**src/rtl/rr_arbiter4.sv**
```systemverilog
// Four-way round-robin arbiter with registered one-hot grant.
// An optional hold limit forces the owner to rotate when others wait.
module rr_arbiter4 #(
  parameter int MAX_HOLD = 8
) (
  input  logic       clk,
  input  logic       rst,
  input  logic [3:0] req,
  output logic [3:0] gnt,
  output logic [1:0] gnt_idx,
  output logic       gnt_valid,
  output logic       preempt
);

  typedef enum logic {
    IDLE  = 1'b0,
    GRANT = 1'b1
  } state_t;

  localparam logic [7:0] HOLD_LIM = 8'(MAX_HOLD);
  localparam bit         HOLD_EN  = (MAX_HOLD != 0);

  state_t     state_q, state_d;
  logic [1:0] ptr_q, ptr_d;
  logic [7:0] hold_cnt_q, hold_cnt_d;
  logic [1:0] idx_q, idx_d;
  logic       valid_q, valid_d;
  logic       preempt_q, preempt_d;
  logic [3:0] gnt_q, gnt_d;

  // First set bit of r scanning s, s+1, s+2, s+3 (mod 4); bit 2 = found.
  function automatic logic [2:0] pick(
    input logic [3:0] r,
    input logic [1:0] s
  );
    logic [2:0] res;
    logic [1:0] k;
    res = 3'b000;
    for (int i = 3; i >= 0; i--) begin
      k = s + 2'(i);
      if (r[k]) res = {1'b1, k};
    end
    return res;
  endfunction

  logic [1:0] owner;
  logic [1:0] nxt_ptr;
  logic [2:0] idle_win;
  logic [2:0] rot_win;
  logic       own_req;
  logic       timeout;
  logic [7:0] hold_inc;

  always_comb begin
    owner    = idx_q;
    nxt_ptr  = owner + 2'd1;
    own_req  = req[owner];
    idle_win = pick(req, ptr_q);
    rot_win  = pick(req, nxt_ptr);
    timeout  = HOLD_EN && (hold_cnt_q >= HOLD_LIM);
    hold_inc = (hold_cnt_q == 8'hFF) ? hold_cnt_q
                                     : hold_cnt_q + 8'd1;
  end

  always_comb begin
    state_d    = state_q;
    ptr_d      = ptr_q;
    hold_cnt_d = hold_cnt_q;
    idx_d      = idx_q;
    valid_d    = valid_q;
    preempt_d  = 1'b0;

    unique case (state_q)
      IDLE: begin
        if (idle_win[2]) begin
          state_d    = GRANT;
          idx_d      = idle_win[1:0];
          valid_d    = 1'b1;
          hold_cnt_d = 8'd1;
        end
      end
      GRANT: begin
        if (own_req && !timeout) begin
          hold_cnt_d = hold_inc;
        end else if (!own_req) begin
          ptr_d = nxt_ptr;
          if (rot_win[2]) begin
            idx_d      = rot_win[1:0];
            hold_cnt_d = 8'd1;
          end else begin
            state_d    = IDLE;
            valid_d    = 1'b0;
            hold_cnt_d = 8'd0;
          end
        end else begin
          // Timeout: owner sits last in the search, so it only wins alone.
          ptr_d      = nxt_ptr;
          idx_d      = rot_win[1:0];
          hold_cnt_d = 8'd1;
          preempt_d  = (rot_win[1:0] != owner);
        end
      end
      default: begin
        state_d = IDLE;
        valid_d = 1'b0;
      end
    endcase

    gnt_d = valid_d ? (4'b0001 << idx_d) : 4'b0000;
  end

  always_ff @(posedge clk) begin
    if (rst) begin
      state_q    <= IDLE;
      ptr_q      <= 2'd0;
      hold_cnt_q <= 8'd0;
      idx_q      <= 2'd0;
      valid_q    <= 1'b0;
      preempt_q  <= 1'b0;
      gnt_q      <= 4'b0000;
    end else begin
      state_q    <= state_d;
      ptr_q      <= ptr_d;
      hold_cnt_q <= hold_cnt_d;
      idx_q      <= idx_d;
      valid_q    <= valid_d;
      preempt_q  <= preempt_d;
      gnt_q      <= gnt_d;
    end
  end

  assign gnt       = gnt_q;
  assign gnt_idx   = idx_q;
  assign gnt_valid = valid_q;
  assign preempt   = preempt_q;

endmodule

```
**config.mk**
```make
export PLATFORM = sky130hd
export DESIGN_NAME = rr_arbiter4
export DESIGN_NICKNAME = d
export VERILOG_FILES = /design/src/rtl/rr_arbiter4.sv
export SDC_FILE = /design/constraint.sdc
export NUM_CORES = 1
export LEC_CHECK = 0
export CAP_MARGIN = 0
export CORE_MARGIN = 4
export CORE_UTILIZATION = 45
export DETAILED_ROUTE_END_ITERATION = 10
export PLACE_DENSITY = 0.71
export REMOVE_ABC_BUFFERS = 1
export SYNTH_ARGS = -nofsm -noshare
export SYNTH_HDL_FRONTEND = slang
export SYNTH_SLANG_ARGS = --single-unit
export TNS_END_PERCENT = 20
```
**constraint.sdc**
```tcl
create_clock -name clk -period 2.3 [get_ports clk]
set_input_delay 0.46 -clock clk [delete_from_list [all_inputs] [get_ports clk]]
set_output_delay 0.46 -clock clk [all_outputs]
set_load 0.01 [all_outputs]
```
==> impl_metrics.ini, run 1 <==
[synthesis]
synth_cell_type_count = 42
synth_top_area_share = 0.358
synthFlopType = dfxtp_1
yosysMostFrequentCell = nor2_1
yosys_warnings = 0
syn_inst = 122
synth_top_area_cell = dfxtp_1
ys_ff_latch = 19
synth_area_leaders = dfxtp_1 (36%), nor2_1 (7.1%), a21oi_1 (3.3%)
synth_edf_count = 0
synth-async-reset-ratio = 0
syn-cell-area_um2 = 1060
syn_avg_cell_area_um2 = 8.70
ys_top_cells_by_count = nor2_1 (20), dfxtp_1 (19), inv_1 (8)
ys_seq_area_frac = 0.358

[clock_tree]
clock_path_buffers = 2
htree_levels = 1
hold_buffers = 0
post_cts_buffers = 0
clkLatencyLatePin_ns = 0.30
clk_pin_slew_ns = 0.11
numCtsBuffers = 3
tritoncts = yes
cts_resized = 0
cts_root_buffer = clkbuf_4
numClockSinks = 19

[drt]
drt_first_pass_iters = 4
via_per_inst = 5.60
drtIter0Drc = 29
wl_per_cell_um = 14.0
antenna_left = 0
drc = 0
wirelength_um = 2460
num_vias = 985

[die]
fp.coreArea_um2 = 2230
die_y_um = 56.6
die_w_um = 56.6
dieArea_um2 = 3200
io_pins = 14
initial_core_util = 0.475
placementRows = 17

[setup_path]
rrSetupSlack_ns = 0.29
start_kind = input port
slowest_stage = mux4_2
required_ns = 2.50
slowest_delay_ns = 0.50
critPathBufInv = 4
worst-path-max-fanout = 4
crit_chain = clkdlybuf4s50_1 -> mux4_2 -> buf_4 -> a31oi_2 -> buf_4 -> a211oi_4 -> buf_4 -> nor4_1
cp_top_family = buffers and inverters
critPathKind = in -> reg
end_kind = register
cp_common_cell = buf_4
critPathArrivalTime_ns = 2.43

[sta]
slew_violations = 0
finalCritPeriodShare = 0.970
setup_viol_count_final = 0
rsz0062_at_grt = false
tightest_slew_ns = 0.496
max_freq_ghz = 0.448
finalHoldViolCount = 0
finClkSkew_ns = 0.00100
slew-limit-headroom = 0.669
min_period_ns = 2.23

[power_and_ir_drop]
max-vdd-ir-drop_v = 0.000388
pwr_density_cell_nw_per_um2 = 563
leakagePower_nw = 0.510

[grt]
grt_usage = 0.169
grt_max_degree = 14
grt_pass1_wl_um = 4220
grt_pass1_vias = 934
antenna_found_initial = 0
gr-total-overflow = 0

[placed_design]
postPlaceCellArea_um2 = 1310
dp_hpwl_um = 1790
gp_congestion = 0.813
placement.io_buffers = 13

[flow_run]
max-cap-violations = 0

[run_status]
status = completed

[layout]
drive_gt1_frac = 0.209
nets = 157
final_core_util = 0.599
area_growth_pct = 26.2
fin_area_um2 = 1340
n_antenna_cell = 0

[worst_hold_path]
hp-class = reg -> reg
-- sequential cells by signal (all words and copies together), names as in the netlist --
name        flops
gnt             4
gnt_idx         2
gnt_valid       1
hold_cnt_q      8
preempt         1
ptr_q           2
state_q         1
-- logic make-up (layout without fill, tap and decap cells) --
kind of cell | count (synthesis) | in the layout | synth area share
simple gates | 51 | 51 | 0.264
compound gates | 31 | 31 | 0.239
flops | 19 | 19 | 0.358
buf+inv | 15 | 41 | 0.0660
mux | 3 | 3 | 0.0401
fa+ha+maj | 2 | 2 | 0.0236
xor+xnor | 1 | 1 | 0.00826
-- placed cells by master (no fill, tap or decap), types with 2 or more instances in the layout --
cell type / n
a211oi_1: 2
a221oi_1: 2
dfxtp_1: 19
a311oi_1: 2
nor2_1: 20
clkdlybuf4s50_1: 13
inv_1: 8
a21oi_1: 7
nand2_1: 6
o221ai_1: 2
nor2b_1: 5
nand3_1: 4
o21ai_0: 4
nor4_1: 3
ha_1: 2
nor3_1: 3
buf_4: 16
a41oi_1: 2
clkbuf_4: 3
mux2i_1: 2
nand2b_1: 2
-- power by group --
part	leakage [nW]	switching [mW]	internal, mW
sequential	0.155	0.0157	0.348
clock	0.0177	0.106	0.0648
combinational	0.337	0.105	0.115
total	0.510	0.227	0.528
-- final timing paths --
check                                    from       endpoint  cells after the start
worst max-delay path                   req[2]         gnt[1]                      8
worst min-delay path            hold_cnt_q[6]  hold_cnt_q[6]                      2
worst max register to register     gnt_idx[0]         gnt[1]                      7
worst min register to register  hold_cnt_q[6]  hold_cnt_q[6]                      2
-- cell type report --
type	instances	area [um2]
clock inverters	1	5.00
flip-flops and latches	19	380
clock buffers	3	22.5
inverters	8	30.0
multi-input cells	88	616
fillers	196	895
well taps	28	35.0
repair buffers	29	250
-- per-stage QoR --
step,power [mW],std cells,setup slack (ns),TNS [ns],hold slack (ns)
after floorplan,0.484,115,0.0230,0,0.458
after global placement,0.582,172,-0.172,-0.950,0.478
after detailed placement,0.588,172,-0.233,-1.58,0.497
after CTS,0.761,176,0.0730,0,0.524
after global routing,0.803,176,0.0101,0,0.561
final,0.754,176,0.0692,0,0.517
-- tightest hold or removal path: cells and delay by family (launching register included) --
family	cells	cell delay (ns)
DFF	1	0.37
and+or+nand+nor	1	0.07
AOI/OAI and AO/OA	1	0.05
-- routing by layer --
| layer | global-route usage | vias to the layer above | routed length [um] |
|---|---|---|---|
| li1 | - | 497 | - |
| met4 | 0.102 | 0 | 53 |
| met1 | 0.211 | 456 | 1060 |
| met3 | 0.0345 | 6 | 115 |
| met2 | 0.262 | 26 | 1240 |
| met5 | 0 | - | 0 |
Note: power is estimated with default switching activity, not from simulation.
==> run 2: changes to the inputs <==
CORE_UTILIZATION = 48   (was 45)
PLACE_DENSITY = 0.75   (was 0.71)
SKIP_LAST_GASP = 1   (was not set)
==> run 2 against run 1 <==
Register-to-register slack lost 0.02 ns. Sequential share of layout area is the same. Non-clock buffer count unchanged. Clock skew grew 0.0034 ns. Utilization grew 6.3 points. Maximum frequency is 2.3% higher. Critical path type unchanged. Largest cell class unchanged. Combinational power about the same. Setup slack better by 0.050 ns. Via count up 0.91%. Critical path depth down 2. Flip-flop and latch count did not move. Design area unchanged.
==> impl_metrics.ini, run 2 (synthesized netlist as in run 1, its figures left out) <==
[drt]
drc = 0
drtIter0Drc = 16
antenna_left = 0
via_per_inst = 5.68
num_vias = 994
wirelength_um = 2440
drt_first_pass_iters = 4
wl_per_cell_um = 13.9

[clock_tree]
hold_buffers = 0
htree_levels = 1
tritoncts = yes
cts_root_buffer = clkbuf_4
numCtsBuffers = 3
numClockSinks = 19
clkLatencyLatePin_ns = 0.31
clk_pin_slew_ns = 0.11
clock_path_buffers = 2

[flow_run]
max-cap-violations = 0

[grt]
antenna_found_initial = 0
busiest_layer = met2
met1_usage = 0.231
grt_max_degree = 14
grt_pass1_wl_um = 4290
grt_use_met2 = 0.341
gr-total-overflow = 0
grt_pass1_vias = 1013
met3_usage = 0.0375
grt_usage = 0.199

[setup_path]
r2r_start = gnt_idx[0]
rrSetupSlack_ns = 0.27
r2r_cells = 5
worst-path-max-fanout = 4
critPathLaunch = req[3]
cp-endpoint = gnt[3]
critPathKind = in -> reg
rr_endpoint = gnt[3]
required_ns = 2.52
end_kind = register
critPathArrivalTime_ns = 2.40
start_kind = input port

[sta]
setup_viol_count_final = 0
max_freq_ghz = 0.459
slew-limit-headroom = 0.637
finalSetupTns_ns = 0
finalHoldViolCount = 0
slew_violations = 0
tightest_slew_ns = 0.543
finalCritPeriodShare = 0.948
finClkSkew_ns = 0.00436
rsz0062_at_grt = false
min_period_ns = 2.18

[worst_hold_path]
hold_depth = 2
hp-class = reg -> reg

[layout]
nets = 157
regMostFlops = hold_cnt_q
largest_register_ffs = 8
final_core_util = 0.662
drive_gt1_frac = 0.209
multiInputGateArea_um2 = 617
n_antenna_cell = 0
area_growth_pct = 26.2
fill_cells = 180
layout_commonest_cell = nor2_1
fin_area_um2 = 1340
mostFrequentLayoutCells = nor2_1 (20), dfxtp_1 (19), buf_4 (16)
register_area_um2 = 380

[placed_design]
dp_hpwl_um = 1790
gp_congestion = 0.828
placement.io_buffers = 13
postPlaceCellArea_um2 = 1310

[die]
die_y_um = 55.0
die_w_um = 55.0
initial_core_util = 0.525
placementRows = 16
fp.coreArea_um2 = 2020
dieArea_um2 = 3030
io_pins = 14

[power_and_ir_drop]
leakagePower_nw = 0.510
pwr_density_cell_nw_per_um2 = 566
max-vdd-ir-drop_v = 0.000422

[run_status]
status = completed
-- run 2: cell count changes in the layout (fill, tap and decap cells not counted) --
cell      before  now
nor4_1         3    2
a211oi_2       1    0
nor4_2         0    1
a211oi_1       2    3
-- run 2: area by class of cell --
| type | count | area share |
|---|---|---|
| Sequential cell | 19 | 0.284 |
| Clock buffer | 3 | 0.0168 |
| Tap cell | 27 | 0.0252 |
| Clock inverter | 1 | 0.00374 |
| Multi-Input combinational cell | 88 | 0.461 |
| Timing Repair Buffer | 29 | 0.187 |
| Inverter | 8 | 0.0224 |
-- run 2: routing by layer --
metal	vias up	part of all wire
met5	-	0
met4	0	0.023
met3	5	0.027
met2	17	0.50
met1	471	0.45
li1	501	-
-- run 2: where the power goes --
part	switching, mW	leakage, nW	internal, mW
logic	0.106	0.337	0.115
registers	0.0155	0.155	0.348
clock network	0.109	0.0177	0.0651
total	0.230	0.510	0.528
-- run 2: worst min-delay path by stage --
stage	slack, ns	startpoint	to
after global routing	0.55	hold_cnt_q[6]	hold_cnt_q[6]
after detailed placement	0.49	hold_cnt_q[6]	hold_cnt_q[6]
final	0.51	hold_cnt_q[2]	hold_cnt_q[2]
after global placement	0.48	hold_cnt_q[6]	hold_cnt_q[6]
after floorplan	0.46	hold_cnt_q[6]	hold_cnt_q[6]
after CTS	0.51	hold_cnt_q[2]	hold_cnt_q[2]
-- run 2: worst max-delay path, cell delays in order --
cell             delay (ns)
clkdlybuf4s50_1        0.42
mux4_2                 0.51
and3_4                 0.21
o311a_4                0.37
a211oi_4               0.20
and3b_2                0.23
-- run 2: what timing repair did --
item / 4_1_cts / 5_1_grt
resized for setup: 0 / 1
setup buffers: 0 / 0
hold endpoints to repair: 0 / 0
setup endpoints to repair: 0 / 1
-- run 2: metrics by stage --
stage | total power, mW | std cells | worst slack [ns] | hold slack [ns]
2_1_floorplan | 0.484 | 115 | 0.0230 | 0.458
5_1_grt | 0.803 | 175 | 0.0196 | 0.553
3_3_place_gp | 0.582 | 171 | -0.173 | 0.480
4_1_cts | 0.764 | 175 | 0.123 | 0.513
6_report | 0.758 | 175 | 0.119 | 0.509
3_5_place_dp | 0.587 | 171 | -0.204 | 0.487
